$ cat config.mk
export PLATFORM = sky130hd
export DESIGN_NAME = yyh_seg_capture
export DESIGN_NICKNAME = d
export VERILOG_FILES = /design/src/rtl/yyh_seg_capture.sv
export SDC_FILE = /design/constraint.sdc
export NUM_CORES = 1
export LEC_CHECK = 0
export ABC_AREA = 1
export CAP_MARGIN = 20
export CORE_MARGIN = 3
export CORE_UTILIZATION = 45
export DETAILED_ROUTE_END_ITERATION = 12
export GPL_TIMING_DRIVEN = 1
export PLACE_DENSITY_LB_ADDON = 0.05
export SYNTH_ARGS = -nofsm -noshare
export SYNTH_HDL_FRONTEND = slang
export SYNTH_SLANG_ARGS = --single-unit
$ cat constraint.sdc
create_clock -name clk -period 3.05 [get_ports clk]
set_input_delay 0.305 -clock clk [delete_from_list [all_inputs] [get_ports clk]]
set_output_delay 0.305 -clock clk [all_outputs]
set_load 0.02 [all_outputs]
$ cat src/rtl/yyh_seg_capture.sv
`default_nettype none
// ============================================================================
// Module   : yyh_seg_capture
// Brief    : Samples a multiplexed active-low 7-segment bus, waits for each
//            digit to settle and recovers BCD digits, flagging illegal glyphs.
// Revision : 1.0 - initial release
// ============================================================================
module yyh_seg_capture #(
    parameter int N_DIG      = 4,
    parameter int STABLE_CYC = 4
) (
    input  logic               clk,
    input  logic               rst,
    input  logic [6:0]         seg,
    input  logic [N_DIG-1:0]   dig_n,
    output logic [4*N_DIG-1:0] dout,
    output logic [N_DIG-1:0]   dvalid,
    output logic               bad,
    output logic               frame,
    output logic [7:0]         err_cnt
);

    localparam int         c_IW       = (N_DIG > 1) ? $clog2(N_DIG) : 1;
    localparam logic [7:0] c_CNT_LAST = 8'(STABLE_CYC - 1);
    localparam logic [6:0] c_BLANK    = 7'h7F;

    typedef enum logic [1:0] {
        S_IDLE   = 2'd0,
        S_SETTLE = 2'd1,
        S_HOLD   = 2'd2
    } state_t;

    state_t            r_state;
    state_t            w_state_nxt;
    logic [6:0]        r_seg_q;
    logic [N_DIG-1:0]  r_dig_q;
    logic [6:0]        r_cand_seg;
    logic [c_IW-1:0]   r_cand_idx;
    logic [7:0]        r_cnt;
    logic [N_DIG-1:0]  r_seen;

    logic              w_legal;
    logic [c_IW-1:0]   w_idx;
    logic [3:0]        w_lows;
    logic              w_match;
    logic              w_load;
    logic              w_capture;
    logic [3:0]        w_code;
    logic              w_is_digit;
    logic              w_is_blank;
    logic [N_DIG-1:0]  w_seen_set;

    always_ff @(posedge clk) begin
        if (rst) begin
            r_seg_q <= c_BLANK;
            r_dig_q <= '1;
        end else begin
            r_seg_q <= seg;
            r_dig_q <= dig_n;
        end
    end

    // Strobe is legal only with exactly one line pulled low.
    always_comb begin
        w_lows = 4'd0;
        w_idx  = '0;
        for (int i = 0; i < N_DIG; i++) begin
            if (!r_dig_q[i]) begin
                w_lows = w_lows + 4'd1;
                w_idx  = c_IW'(i);
            end
        end
        w_legal = (w_lows == 4'd1);
    end

    assign w_match = w_legal && (w_idx == r_cand_idx) && (r_seg_q == r_cand_seg);

    always_comb begin
        w_code     = 4'd0;
        w_is_digit = 1'b1;
        w_is_blank = 1'b0;
        case (r_cand_seg)
            7'h40:   w_code = 4'd0;
            7'h79:   w_code = 4'd1;
            7'h24:   w_code = 4'd2;
            7'h30:   w_code = 4'd3;
            7'h19:   w_code = 4'd4;
            7'h12:   w_code = 4'd5;
            7'h02:   w_code = 4'd6;
            7'h78:   w_code = 4'd7;
            7'h00:   w_code = 4'd8;
            7'h10:   w_code = 4'd9;
            c_BLANK: begin
                w_is_digit = 1'b0;
                w_is_blank = 1'b1;
            end
            default: w_is_digit = 1'b0;
        endcase
    end

    always_ff @(posedge clk) begin
        if (rst) begin
            r_state <= S_IDLE;
        end else begin
            r_state <= w_state_nxt;
        end
    end

    always_comb begin
        w_state_nxt = r_state;
        w_load      = 1'b0;
        w_capture   = 1'b0;
        case (r_state)
            S_IDLE: begin
                if (w_legal) begin
                    w_load      = 1'b1;
                    w_state_nxt = S_SETTLE;
                end
            end
            S_SETTLE, S_HOLD: begin
                if (w_match) begin
                    if (r_state == S_SETTLE && r_cnt == c_CNT_LAST) begin
                        w_capture   = 1'b1;
                        w_state_nxt = S_HOLD;
                    end
                end else if (w_legal) begin
                    w_load      = 1'b1;
                    w_state_nxt = S_SETTLE;
                end else begin
                    w_state_nxt = S_IDLE;
                end
            end
            default: w_state_nxt = S_IDLE;
        endcase
    end

    always_ff @(posedge clk) begin
        if (rst) begin
            r_cand_seg <= c_BLANK;
            r_cand_idx <= '0;
            r_cnt      <= 8'd0;
        end else if (w_load) begin
            r_cand_seg <= r_seg_q;
            r_cand_idx <= w_idx;
            r_cnt      <= 8'd1;
        end else if (r_state == S_SETTLE && w_match && !w_capture) begin
            r_cnt <= r_cnt + 8'd1;
        end
    end

    assign w_seen_set = r_seen | (N_DIG'(1) << r_cand_idx);

    always_ff @(posedge clk) begin
        if (rst) begin
            dout    <= '0;
            dvalid  <= '0;
            bad     <= 1'b0;
            frame   <= 1'b0;
            err_cnt <= 8'd0;
            r_seen  <= '0;
        end else begin
            bad   <= 1'b0;
            frame <= 1'b0;
            if (w_capture) begin
                if (w_is_digit) begin
                    dout[r_cand_idx*4 +: 4] <= w_code;
                    dvalid[r_cand_idx]      <= 1'b1;
                end else begin
                    dvalid[r_cand_idx] <= 1'b0;
                    if (!w_is_blank) begin
                        bad <= 1'b1;
                        if (err_cnt != 8'hFF) begin
                            err_cnt <= err_cnt + 8'd1;
                        end
                    end
                end
                // A complete set of digits closes the frame and starts a new one.
                if (w_seen_set == {N_DIG{1'b1}}) begin
                    frame  <= 1'b1;
                    r_seen <= '0;
                end else begin
                    r_seen <= w_seen_set;
                end
            end
        end
    end

endmodule
`default_nettype wire

==> results.json, run 1 <==
{
  "setup_tns_ps": 0,
  "fin_nets": 610,
  "numCtsBuffers": 9,
  "relSlewSlack_pct": 61.1,
  "synth_compound_area_share_pct": 8.80,
  "netlist_top_cells_area": "dfxtp_1 (36%), nand2_1 (13%), inv_1 (9.0%), nor2_1 (8.8%), ha_1 (5.6%)",
  "finalCritPeriodShare_pct": 89.7,
  "start_util_pct": 47.7,
  "vias_per_cell": 4.79,
  "worstPathArrival_ps": 3010,
  "crit_path_start_kind": "flop",
  "track_usage_pct": 18.5,
  "drive_above_1_share_pct": 9.39,
  "post_cts_buffers": 0,
  "p_leak_nw": 2.05,
  "die-area_um2": 9010,
  "final_common_cell": "nand2_1",
  "ant_nets": 0,
  "drt-wirelength-per-cell_um": 11.5,
  "power.density_nw_per_um2": 469,
  "ys_ff_latch": 64,
  "hold_ws_ps": 447,
  "synth_edf_count": 0,
  "synth_area_um2": 3560,
  "synth_xor_area_share_pct": 1.72,
  "final_cell_mix": "nand2_1 (122), inv_1 (85), nor2_1 (83), dfxtp_1 (64), clkdlybuf4s50_1 (42)",
  "final_util_pct": 57.4,
  "ioPinCount": 43,
  "htree_levels": 3,
  "antennaDiodeCount": 0,
  "grt_pass1_wl_um": 13200,
  "critPathCaptureType": "flop",
  "ys_types": 32,
  "place_congestion": 0.883,
  "port_buffers": 42,
  "ctsResizeCount": 0,
  "grt_max_degree": 22,
  "synth_area_leader_cell": "dfxtp_1",
  "hold_violations": 0,
  "synth-simple-area-share_pct": 36.7,
  "nFillCells": 769,
  "drt_iter0_drc": 150,
  "yosysSeqAreaShare_pct": 36.0,
  "grt_overflow_total": 0,
  "async_flop_share_pct": 0,
  "die_w_um": 94.9,
  "grt_pass1_vias": 2978,
  "hp-class": "flop to flop",
  "drv_cap": 0,
  "cts_hold_buf": 0,
  "drt_first_pass_iters": 4,
  "synth.area.mux_share_pct": 0,
  "setup_viol": 0,
  "worstPathMaxFanout": 11,
  "chipHeight_um": 94.9,
  "tightestPinTransition_ps": 582,
  "rows": 31,
  "synthesis.nets": 565,
  "ir_worst_vdd_v": 0.000297,
  "fin_worst_skew_ps": 8.80,
  "antenna_found_initial": 0,
  "cts_tree": "built",
  "synthFlopType": "dfxtp_1",
  "path_class": "flop to flop",
  "status": "completed",
  "route.vias.total": 3283,
  "drc": 0,
  "clockBufferDepth": 2,
  "wl_um": 7890,
  "synth_adder_area_share_pct": 5.63,
  "synth_top_family_by_area": "simple AND/OR/NAND/NOR gates",
  "path_clk_slew_ps": 70,
  "ys.warnings.count": 0,
  "synth_top_area_share_pct": 36.0,
  "coreArea_um2": 7450,
  "crit_required_ps": 3330,
  "fmax_ghz": 0.366,
  "syn_avg_cell_area_um2": 6.63,
  "slew_violations": 0,
  "clock-root-buffer": "clkbuf_8",
  "hpwl_um": 6040,
  "area_delta_synth_final_pct": 20.3,
  "clock_sinks": 64,
  "min_period_ps": 2740,
  "rsz0062_at_grt": "no",
  "insertion_delay_ps": 330,
  "synth_cells": 536
}
==> area by class of cell <==
class,instances,area [um^2],share of cell area [%]
Tap cell,99,124,2.90
Sequential cell,64,1280,30.0
Inverter,91,342,7.99
Timing Repair Buffer,45,455,10.6
Clock inverter,7,72.6,1.70
Clock buffer,9,124,2.90
Multi-Input combinational cell,370,1880,43.9
==> layer usage <==
metal | track usage [%] | up-vias | share of wire, %
li1 | - | 1755 | -
met2 | 29.7 | 57 | 45
met4 | 7.81 | 0 | 1.1
met1 | 24.5 | 1462 | 50
met3 | 2.95 | 9 | 3.6
met5 | 0 | - | 0
==> logic make-up after synthesis <==
| kind of cell | count (synthesis) |
|---|---|
| XOR/XNOR | 7 |
| adder cells (fa/ha/maj) | 16 |
| AO/OA/AOI/OAI | 58 |
| AND/OR/NAND/NOR | 289 |
| buffers and inverters | 102 |
| flip-flops | 64 |
==> worst max-delay path, stage by stage (launching register included) <==
cell and delay, ps:
dfxtp_1 360, inv_1 70, ha_1 310, inv_1 60, nand2_1 50, nand2_2 100
inv_1 50, ha_1 280, nor2_1 100, nand2_1 70, o21ai_2 60, nand2_2 120
nor2_4 150, nand3_4 140, nor2_2 400, nand3_1 130, nand2_1 90, nand2_1 40
nor2_1 90
==> Yosys cell counts, types with 3 or more instances <==
cell / instances
nand2_4: 3
nor2_1: 83
nor3_1: 9
or2_2: 11
nand2_1: 122
inv_2: 6
o21ai_1: 8
nor2_2: 4
clkbuf_1: 7
dfxtp_1: 64
ha_1: 16
o211ai_1: 7
xor2_1: 5
nand3_1: 33
nand2_2: 5
nand3b_1: 3
inv_1: 85
nand4_1: 8
o21ai_0: 14
a21oi_1: 27
==> final timing paths <==
kind,from,endpoint,slack (ps),cells past startpoint
setup / recovery,r_dig_q[1],err_cnt[7],310,18
hold / removal,r_seen[1],r_seen[1],450,2
setup reg to reg,r_dig_q[1],err_cnt[7],310,18
hold reg to reg,r_seen[1],r_seen[1],450,2
==> registers in the layout (all words and copies together) (netlist names), named ones only <==
name and flops:
r_seen 4, r_seg_q 7, dout 16, r_state 2, bad 1, r_dig_q 4
frame 1, r_cand_seg 7, err_cnt 8, r_cnt 8, r_cand_idx 2
==> report_power, final <==
group          switching (mW)  internal, mW  total [mW]
combinational           0.245         0.129       0.375
clock                   0.336         0.377       0.713
sequential             0.0505         0.868       0.918
total                   0.632          1.37        2.01
==> per-stage QoR <==
step	std cells	area, um^2	power (mW)	setup slack (ps)
after floorplan	536	3560	1.21	751
after global placement	669	4080	1.30	475
after detailed placement	669	4080	1.31	348
after CTS	685	4280	2.03	313
after global routing	685	4280	2.12	65.5
final	685	4280	2.01	314
(Power assumes the default switching activity.)
==> run 2, diff against run 1 <==
Settings changed: CORE_MARGIN 3 to 5, PLACE_DENSITY set to 0.67, PLACE_DENSITY_LB_ADDON 0.05 to unset.
==> results.json, run 2 (synthesized netlist as in run 1, its figures left out) <==
{
  "grt_pass1_wl_um": 13500,
  "path_clk_slew_ps": 70,
  "clockBufferDepth": 2,
  "hold_violations": 0,
  "grt_max_degree": 22,
  "rsz0062_at_grt": "no",
  "antenna_found_initial": 0,
  "setup_ws_ps": 457,
  "port_buffers": 42,
  "hold_ws_ps": 447,
  "met2_usage_pct": 27.4,
  "clock-root-buffer": "clkbuf_8",
  "path_delay_family": "simple AND/OR/NAND/NOR gates",
  "min_period_ps": 2590,
  "grt_overflow_total": 0,
  "drt_iter0_drc": 134,
  "hp-class": "flop to flop",
  "chipHeight_um": 98.9,
  "worstPathBufferInverterCount": 4,
  "worstPathCellList": "inv_1 -> ha_1 -> inv_1 -> nand2_1 -> nand2_2 -> inv_1 -> ha_1 -> nor2_1 -> nand2_1 -> o21ai_2 -> nand2_2 -> nor2_4 -> nand2_1 -> nand2_1 -> nand3b_1 -> buf_4 -> o21ai_0 -> nor2_1",
  "htree_levels": 3,
  "hpwl_um": 5910,
  "reg2reg_depth": 18,
  "crit_path_start_kind": "flop",
  "worstPathArrival_ps": 2810,
  "route.vias.total": 3266,
  "drt-wirelength-per-cell_um": 11.2,
  "critPathSlowestCell": "dfxtp_1",
  "die_w_um": 98.9,
  "reg.largest.list": "dout (16), err_cnt (8), r_cnt (8)",
  "clock_sinks": 64,
  "drv_cap": 0,
  "cpMostUsedCell": "nand2_1",
  "tightestPinTransition_ps": 418,
  "final_cell_mix": "nand2_1 (122), inv_1 (85), nor2_1 (83), dfxtp_1 (64), clkdlybuf4s50_1 (42)",
  "dp_slack_ps": 377,
  "slew_violations": 0,
  "dp.cells": 674,
  "crit_required_ps": 3270,
  "r2r_slack_ps": 460,
  "area_delta_synth_final_pct": 21.2,
  "die-area_um2": 9780,
  "setup_tns_ps": 0,
  "r2r-start": "r_dig_q[1]",
  "drt_first_pass_iters": 4,
  "numCtsBuffers": 9,
  "fmax_ghz": 0.386,
  "ir_worst_vdd_v": 0.000247,
  "status": "completed",
  "cts_hold_buf": 0,
  "busiest_layer": "met2",
  "ioPinCount": 43,
  "critPathMaxStageDelay_ps": 350,
  "p_leak_nw": 2.08,
  "fin_worst_skew_ps": 11.7,
  "insertion_delay_ps": 330,
  "layoutNonFillerInstCount": 690,
  "drc": 0,
  "fin_nets": 612,
  "setup_viol": 0,
  "critPathCaptureType": "flop",
  "met1_usage_pct": 21.2,
  "relSlewSlack_pct": 72.1,
  "coreArea_um2": 7730,
  "use_met3_pct": 3.96,
  "worstHoldPathCells": 2,
  "ant_nets": 0,
  "worstPathMaxFanout": 17,
  "drive_above_1_share_pct": 9.52,
  "final_common_cell": "nand2_1",
  "place_congestion": 0.856,
  "start_util_pct": 46.0,
  "fin_area_um2": 4310,
  "wl_um": 7730,
  "grt_pass1_vias": 3061,
  "track_usage_pct": 16.4,
  "antennaDiodeCount": 0,
  "rows": 32,
  "vias_per_cell": 4.73,
  "final_util_pct": 55.8,
  "largest_reg_flops": 16,
  "r2r_end": "r_cand_idx[1]",
  "placed_cell_area_um2": 4090,
  "cts_tree": "built",
  "finalCritPeriodShare_pct": 85.0,
  "path_class": "flop to flop",
  "power_mw": 2.08,
  "power.density_nw_per_um2": 482,
  "top_register": "dout"
}
[run 2: cell count changes in the layout (fill, tap and decap cells not counted), sizes merged]
| cell | delta |
|---|---|
| clkinvlp | -2 |
| buf | +2 |
| clkinv | -3 |
| clkbuf | +5 |
[run 2: worst max path at each step]
stage / start / to / slack (ps) / cells after the start
6_report: r_dig_q[1] / r_cand_idx[1] / 460 / 18
5_1_grt: r_dig_q[1] / r_cand_idx[0] / 110 / 18
4_1_cts: r_dig_q[1] / err_cnt[7] / 370 / 17
3_5_place_dp: r_dig_q[1] / err_cnt[7] / 380 / 17
3_3_place_gp: r_dig_q[1] / err_cnt[7] / 490 / 17
2_1_floorplan: r_dig_q[1] / err_cnt[7] / 750 / 18
[run 2: area by class of cell]
type                            instances  area (um^2)
Timing Repair Buffer                   47          458
Tap cell                              102          128
Inverter                               91          342
Multi-Input combinational cell        370         1880
Sequential cell                        64         1280
Clock inverter                          2         35.0
Clock buffer                           14          183
Fill cell                             752         3420
[run 2: power breakdown]
part	switching, mW	internal, mW
logic	0.250	0.131
clock network	0.316	0.467
registers	0.0434	0.868
total	0.610	1.47
[run 2: timing repair]
| action | in CTS | in global routing |
|---|---|---|
| gates resized for setup | 0 | 1 |
| buffers inserted | 0 | 0 |
| endpoints found under the setup margin | 0 | 1 |
[run 2: layer usage]
layer | vias to the layer above | part of all wire, %
met2 | 56 | 46
met1 | 1447 | 50
met3 | 4 | 3.8
met5 | - | 0
met4 | 0 | 0.56
li1 | 1759 | -
[run 2: tightest hold or removal path: stages (launching register included)]
cell and delay (ps):
dfxtp_1 310, inv_1 50, a21oi_1 50
==> run 3, diff against run 2 <==
Settings changed: GPL_ROUTABILITY_DRIVEN set to 0.
==> results.json, run 3 (synthesized netlist as in run 1, its figures left out) <==
{
  "path_clk_slew_ps": 70,
  "dp.cells": 674,
  "ioPinCount": 43,
  "drive_above_1_share_pct": 9.52,
  "numCtsBuffers": 9,
  "insertion_delay_ps": 340,
  "layoutNonFillerInstCount": 690,
  "fin_worst_skew_ps": 6.55,
  "hp-class": "flop to flop",
  "finalCritPeriodShare_pct": 86.3,
  "setup_tns_ps": 0,
  "relSlewSlack_pct": 57.1,
  "nFillCells": 755,
  "die_w_um": 98.9,
  "hold_violations": 0,
  "rows": 32,
  "reg.largest.list": "dout (16), err_cnt (8), r_cnt (8)",
  "critPathSlowestCell": "dfxtp_1",
  "path_class": "flop to flop",
  "area_delta_synth_final_pct": 21.2,
  "met2WireLength_um": 3610,
  "ant_nets": 0,
  "clock-root-buffer": "clkbuf_8",
  "hpwl_um": 6100,
  "wl_um": 7990,
  "final_util_pct": 55.8,
  "worstPathCellList": "inv_1 -> ha_1 -> inv_1 -> nand2_1 -> nand2_2 -> inv_1 -> ha_1 -> nor2_1 -> nand2_1 -> o21ai_2 -> nand2_2 -> nor2_4 -> nand2_1 -> nand2_1 -> nand3b_1 -> buf_4 -> o21ai_0 -> nor2_1",
  "hp-start": "r_seen[2]",
  "final_cell_mix": "nand2_1 (122), inv_1 (85), nor2_1 (83), dfxtp_1 (64), clkdlybuf4s50_1 (42)",
  "drc": 0,
  "port_buffers": 42,
  "grt_pass1_wl_um": 13800,
  "antenna_found_initial": 0,
  "cts_tree": "built",
  "rsz0062_at_grt": "no",
  "drt_first_pass_iters": 4,
  "grt_max_degree": 21,
  "htree_levels": 3,
  "drv_cap": 0,
  "top_register": "dout",
  "chipHeight_um": 98.9,
  "fin_nets": 612,
  "met3_wirelength_um": 375,
  "fmax_ghz": 0.380,
  "crit_required_ps": 3290,
  "vias_per_cell": 4.84,
  "drt-wirelength-per-cell_um": 11.6,
  "crit_start": "r_dig_q[1]",
  "die-area_um2": 9780,
  "coreArea_um2": 7730,
  "ir_worst_vdd_v": 0.000266,
  "largest_reg_flops": 16,
  "cpMostUsedCell": "nand2_1",
  "cts_hold_buf": 0,
  "grt_pass1_vias": 3116,
  "slew_violations": 0,
  "setup_ws_ps": 418,
  "r2r-start": "r_dig_q[1]",
  "setup_viol": 0,
  "path_delay_family": "simple AND/OR/NAND/NOR gates",
  "status": "completed",
  "drt_iter0_drc": 132,
  "antennaDiodeCount": 0,
  "power.density_nw_per_um2": 484,
  "tightestPinTransition_ps": 643,
  "grt_overflow_total": 0,
  "final_common_cell": "nand2_1",
  "route.vias.total": 3339,
  "critPathMaxStageDelay_ps": 360,
  "dp_slack_ps": 343,
  "worstPathArrival_ps": 2870,
  "track_usage_pct": 16.9,
  "worstPathMaxFanout": 17,
  "crit_path_start_kind": "flop",
  "highest_layer": "met4",
  "clock_sinks": 64,
  "critPathCaptureType": "flop",
  "wl_met1_um": 3840,
  "min_period_ps": 2630,
  "p_leak_nw": 2.08,
  "worstPathBufferInverterCount": 4,
  "hold_ws_ps": 448,
  "clockBufferDepth": 2,
  "start_util_pct": 46.0
}
run 3: cell counts in the layout (fill, tap and decap cells not counted):
No cell type changed its count.
run 3: power breakdown:
part           total, mW  switching, mW  internal [mW]  leakage (nW)
sequential         0.911         0.0431          0.868         0.521
clock              0.790          0.324          0.466         0.113
combinational      0.385          0.254          0.131          1.44
run 3: repair_timing:
item                       CTS  global route
resized for setup            0             1
setup endpoints to repair    0             1
setup buffers                0             0
run 3: layer usage:
metal | vias to the layer above | track usage, %
li1 | 1759 | -
met1 | 1494 | 21.9
met2 | 72 | 27.1
met3 | 14 | 3.33
met4 | 0 | 7.88
met5 | - | 0
run 3: final timing paths:
kind                                       to  slack (ps)  cells past startpoint
worst min-delay path                r_seen[2]         450                      2
worst max-delay path            r_cand_idx[1]         420                     18
worst min register to register      r_seen[2]         450                      2
worst max register to register  r_cand_idx[1]         420                     18
run 3: cell type report:
| type | instances | area, um^2 | share of cell area [%] |
|---|---|---|---|
| Inverter | 91 | 342 | 7.93 |
| Tap cell | 102 | 128 | 2.96 |
| Multi-Input combinational cell | 370 | 1880 | 43.7 |
| Sequential cell | 64 | 1280 | 29.7 |
| Clock buffer | 14 | 183 | 4.24 |
| Timing Repair Buffer | 47 | 458 | 10.6 |
| Clock inverter | 2 | 35.0 | 0.813 |
run 3: worst reg2reg max path: cells and delay by family (launching register included):
kind                     cells  cell delay (ps)
buffers and inverters        4              420
AO/OA/AOI/OAI                2              240
AND/OR/NAND/NOR             10              930
flip-flops                   1              360
adder cells (fa/ha/maj)      2              590
run 3: stage by stage:
| step | total power, mW | instance area [um^2] |
|---|---|---|
| 2_1_floorplan | 1.21 | 3560 |
| 3_3_place_gp | 1.30 | 4090 |
| 3_5_place_dp | 1.31 | 4090 |
| 4_1_cts | 2.10 | 4300 |
| 5_1_grt | 2.20 | 4310 |
| 6_report | 2.09 | 4310 |
==> RTL change 1 (settings of run 3) <==
`N_DIG`: 4 -> 8.
--- a/src/rtl/yyh_seg_capture.sv
+++ b/src/rtl/yyh_seg_capture.sv
@@ -6,7 +6,7 @@
 // Revision : 1.0 - initial release
 // ============================================================================
 module yyh_seg_capture #(
-    parameter int N_DIG      = 4,
+    parameter int N_DIG      = 8,
     parameter int STABLE_CYC = 4
 ) (
     input  logic               clk,
Interface: changed (resized dig_n, dout and dvalid); port bits go from 43 to 67. The function was not compared with the original's and may differ.
==> RTL change 1 against run 3 <==
  * The run now ends with setup timing left
  * Total power up 76%
  * Cell area up 75%
  * Utilization up 7.2 points
  * Clock power up 61%
  * Critical path depth up 14
  * Synthesized area up 54%
  * Clock skew up 0.0060 ns
  * Sequential cell count up 29
  * Combinational power rose to 2.7 times the old value
  * Count of clock-buffer cells in the layout down 2
  * Wire length up 86%
  * Setup slack worse by 1.7 ns
  * Global-route usage up 3.3 points
  * First-iteration DRC count rose to 3.2 times the old value
==> RTL change 1: results (changes against run 3) <==
drt first-iter violations=420 (+220%); GRT met1 Usage=0.272 (+0.0530); setup ws final=-1.23 ns (-1.65 ns); grt met2 use=0.334 (+0.0634); net switching power=1260 uW (+100%); Root Driver=clkbuf_16; Non-Filler Instances=1078 (+56%); largest net degree at the start of global routing=33 (+57%); post-CTS setup buffer count=9 (+9); Final Net Count=961 (+57%); Max Clock Skew=0.0126 ns (+0.00603 ns); slowest stage delay, CP=0.33 ns (-0.03 ns); final-report setup violation count=78 (+78); commonest cells in the netlist=nand2_1 (183), nor2_1 (143), inv_1 (124), dfxtp_1 (93), nand3_1 (36); failing checks=setup timing; combinational cell fraction of total power=0.285 (+0.100); switch share=0.344 (+0.0466); first-pass GRT wire length=24100 um (+75%); Largest register FFs=32 (+16); synth top area cells=dfxtp_1 (34%), nand2_1 (13%), nor2_1 (9.8%); sequential fraction of design power=0.370 (-0.067); worst vdd ir=0.299 mV (+12%); Fillers=1028 (+36%); status=finished with violations; synth unique cells=45 (+41%); DP Cell Count=1043 (+55%); DRT Pass-1 Iters=5 (+1); HPWL after detailed placement=10400 um (+70%); CP Max Fanout=8 (-9)
RTL change 1: cell types whose count changed in the layout (fill, tap and decap cells not counted), moves of 11 or more:
cell | before | now
buf_4 | 5 | 44
buf_6 | 0 | 11
clkbuf_8 | 13 | 2
clkdlybuf4s50_1 | 42 | 66
dfxtp_1 | 64 | 91
inv_1 | 85 | 115
nand2_1 | 122 | 147
nand2_2 | 5 | 34
nand4_1 | 8 | 21
nor2_1 | 83 | 130
RTL change 1: routing by layer:
metal  part of all wire  vias up
met4              0.017        0
met5                  0        -
li1                   -     2774
met3              0.044       19
met2               0.49      132
met1               0.45     2481
RTL change 1: final timing paths:
path                                  from    endpoint  slack (ns)  cells after the start
worst max register to register  r_dig_q[1]  err_cnt[6]       -1.23                     32
worst min register to register    r_cnt[5]    r_cnt[5]        0.48                      2
worst min-delay path              r_cnt[5]    r_cnt[5]        0.48                      2
worst max-delay path            r_dig_q[1]  err_cnt[6]       -1.23                     32
RTL change 1: cell families after synthesis:
kind of cell,share of synthesized area
XOR/XNOR,0.0192
flip-flops,0.341
buffers and inverters,0.110
AND/OR/NAND/NOR,0.411
AO/OA/AOI/OAI,0.0774
adder cells (fa/ha/maj),0.0412
RTL change 1: cell type report:
class | instances | share of cell area
clock buffer | 12 | 0.0341
clock inverter | 4 | 0.0103
inverter | 133 | 0.0677
multi-input combinational | 563 | 0.453
sequential | 93 | 0.248
tap | 147 | 0.0244
timing repair buffer | 126 | 0.162
RTL change 1: per-stage QoR:
step	setup slack [ns]	setup TNS [ns]	area, sq um
finish	-1.23	-85.82	7530
global placement	-1.33	-94.02	6660
global route	-1.41	-102.66	7530
CTS	-1.15	-82.05	7220
detailed placement	-1.48	-103.99	6660
floorplan	-1.08	-79.50	5560
==> RTL change 2 (config.mk and constraints of run 3) <==
Without the edit above. The 3 states of `state_t` get a one-hot encoding in 3 bits.
--- a/src/rtl/yyh_seg_capture.sv
+++ b/src/rtl/yyh_seg_capture.sv
@@ -24,10 +24,10 @@
     localparam logic [7:0] c_CNT_LAST = 8'(STABLE_CYC - 1);
     localparam logic [6:0] c_BLANK    = 7'h7F;
 
-    typedef enum logic [1:0] {
-        S_IDLE   = 2'd0,
-        S_SETTLE = 2'd1,
-        S_HOLD   = 2'd2
+    typedef enum logic [2:0] {
+        S_IDLE   = 3'b001,
+        S_SETTLE = 3'b010,
+        S_HOLD   = 3'b100
     } state_t;
 
     state_t            r_state;
Behaviour: no difference found for any inputs over 10 cycles, from zero or initial values and one cycle with rst high; not proved beyond that.
==> RTL change 2 against run 3 <==
  * Total power fell by 5.2%
  * Synthesized area rose by 6.5%
  * Cell area rose by 3.7%
  * Hold slack improved by 0.0082 ns
  * Setup slack improved by 0.17 ns
  * Sequential share of layout area fell by 0.61 points
  * Sequential cell count rose by 1
  * Wire length rose by 4.1%
  * Sequential power rose by 2%
  * Maximum frequency rose by 6.9%
  * Cell count rose by 2.0%
  * Die area rose by 5.8%
  * Largest cell class unchanged
==> RTL change 2: results (changes against run 3) <==
Internal Pwr Total=1340 uW (-8.7%); hold-critical path endpoint=r_seen[0]; hold path depth=2 (unchanged); Pleak=0.00210 uW (+1.2%); Max Clock Skew=0.00952 ns (+0.00296 ns); drt first-iter violations=132 (unchanged); Worst Reg2Reg Path Length in Cells=17 (-1); final-report setup violation count=0 (unchanged); worst slew pin tran=0.601 ns (-0.0421 ns); commonest cells in the netlist=nand2_1 (138), inv_1 (66), dfxtp_1 (65), nor2_1 (63), nand3_1 (43); worst vdd ir=0.230 mV (-14%); largest net degree at the start of global routing=46 (+120%); Worst EP arrival=2.70 ns (-0.17 ns); GRT Overall Usage=0.176 (+0.00700); post-CTS setup buffer count=0 (unchanged); Avg Cell Area, Syn=6.87 sq um (+3.6%); Fillers=806 (+6.8%); Post-Synth Adder-Cell Area=0.0429 (-0.0134); clock share of power=0.333 (-0.046); DR vias=3460 (+3.6%); synth unique cells=38 (+19%); first-pass GRT wire length=14600 um (+6.2%); Via density=4.91 (+1.6%); Tmin final=2.46 ns (-0.170 ns); worst reg-to-reg setup slack=0.59 ns (+0.17 ns); Placement Setup Slack=0.576 ns (+0.233 ns); layout cells sized above 1=0.137 (+0.0417); XOR/XNOR Fraction of Synth Area=0.0228 (+0.00555); vias in the first global route=3289 (+5.6%); buffers added on ports=42 (unchanged); status=finished clean; register area share after synthesis=0.344 (-0.0167); CP endpoint=r_cnt[2]; biggest regs=dout (16), err_cnt (8), r_cnt (8); mux contribution to synthesized area=0 (unchanged); Final Net Count=620 (+1.3%); syn nets=577 (+2.1%); Critical R2R Capture=r_cnt[2]; synth top area cells=dfxtp_1 (34%), nand2_1 (14%), inv_1 (6.5%); routed len/inst=11.8 um (+2.0%); Comb power=390 uW (+1%); diode count=0 (unchanged); Hold Startpoint=r_seen[0]; DP Cell Count=688 (+2.1%); Worst-path clk slew=0.07 ns (about the same); Synth Area in Compound Gates=0.0657 (-0.0222); HPWL after detailed placement=6270 um (+2.8%); antenna violations before repair=0 (unchanged); slowest stage delay, CP=0.33 ns (-0.03 ns)
==> RTL change 2: per-layer routing <==
| metal | GRT usage | wire [um] |
|---|---|---|
| met2 | 0.289 | 3830 |
| met3 | 0.0358 | 340 |
| met4 | 0.0695 | 166 |
| met5 | 0 | 0 |
| met1 | 0.227 | 3980 |
==> RTL change 2: final cells by class <==
type	count	share of cell area
inverters	79	0.0680
well taps	105	0.0294
repair buffers	43	0.0958
clock inverters	3	0.00336
flip-flops and latches	65	0.291
clock buffers	13	0.0356
multi-input cells	396	0.477
==> RTL change 2: tightest hold or removal path, cell delays in order, from the launching register on <==
cell	delay, ns
dfxtp_1	0.31
inv_1	0.05
a21oi_1	0.05
==> RTL change 2: stage by stage <==
stage                     hold WS (ns)  instance area, sq um  total power [uW]  utilization
final                            0.457                  4470              1980        0.544
after global routing             0.467                  4470              2100        0.544
after CTS                        0.454                  4470              2000        0.544
after detailed placement         0.443                  4290              1330        0.523
after global placement           0.434                  4290              1330        0.523
after floorplan                  0.409                  3790              1250            -
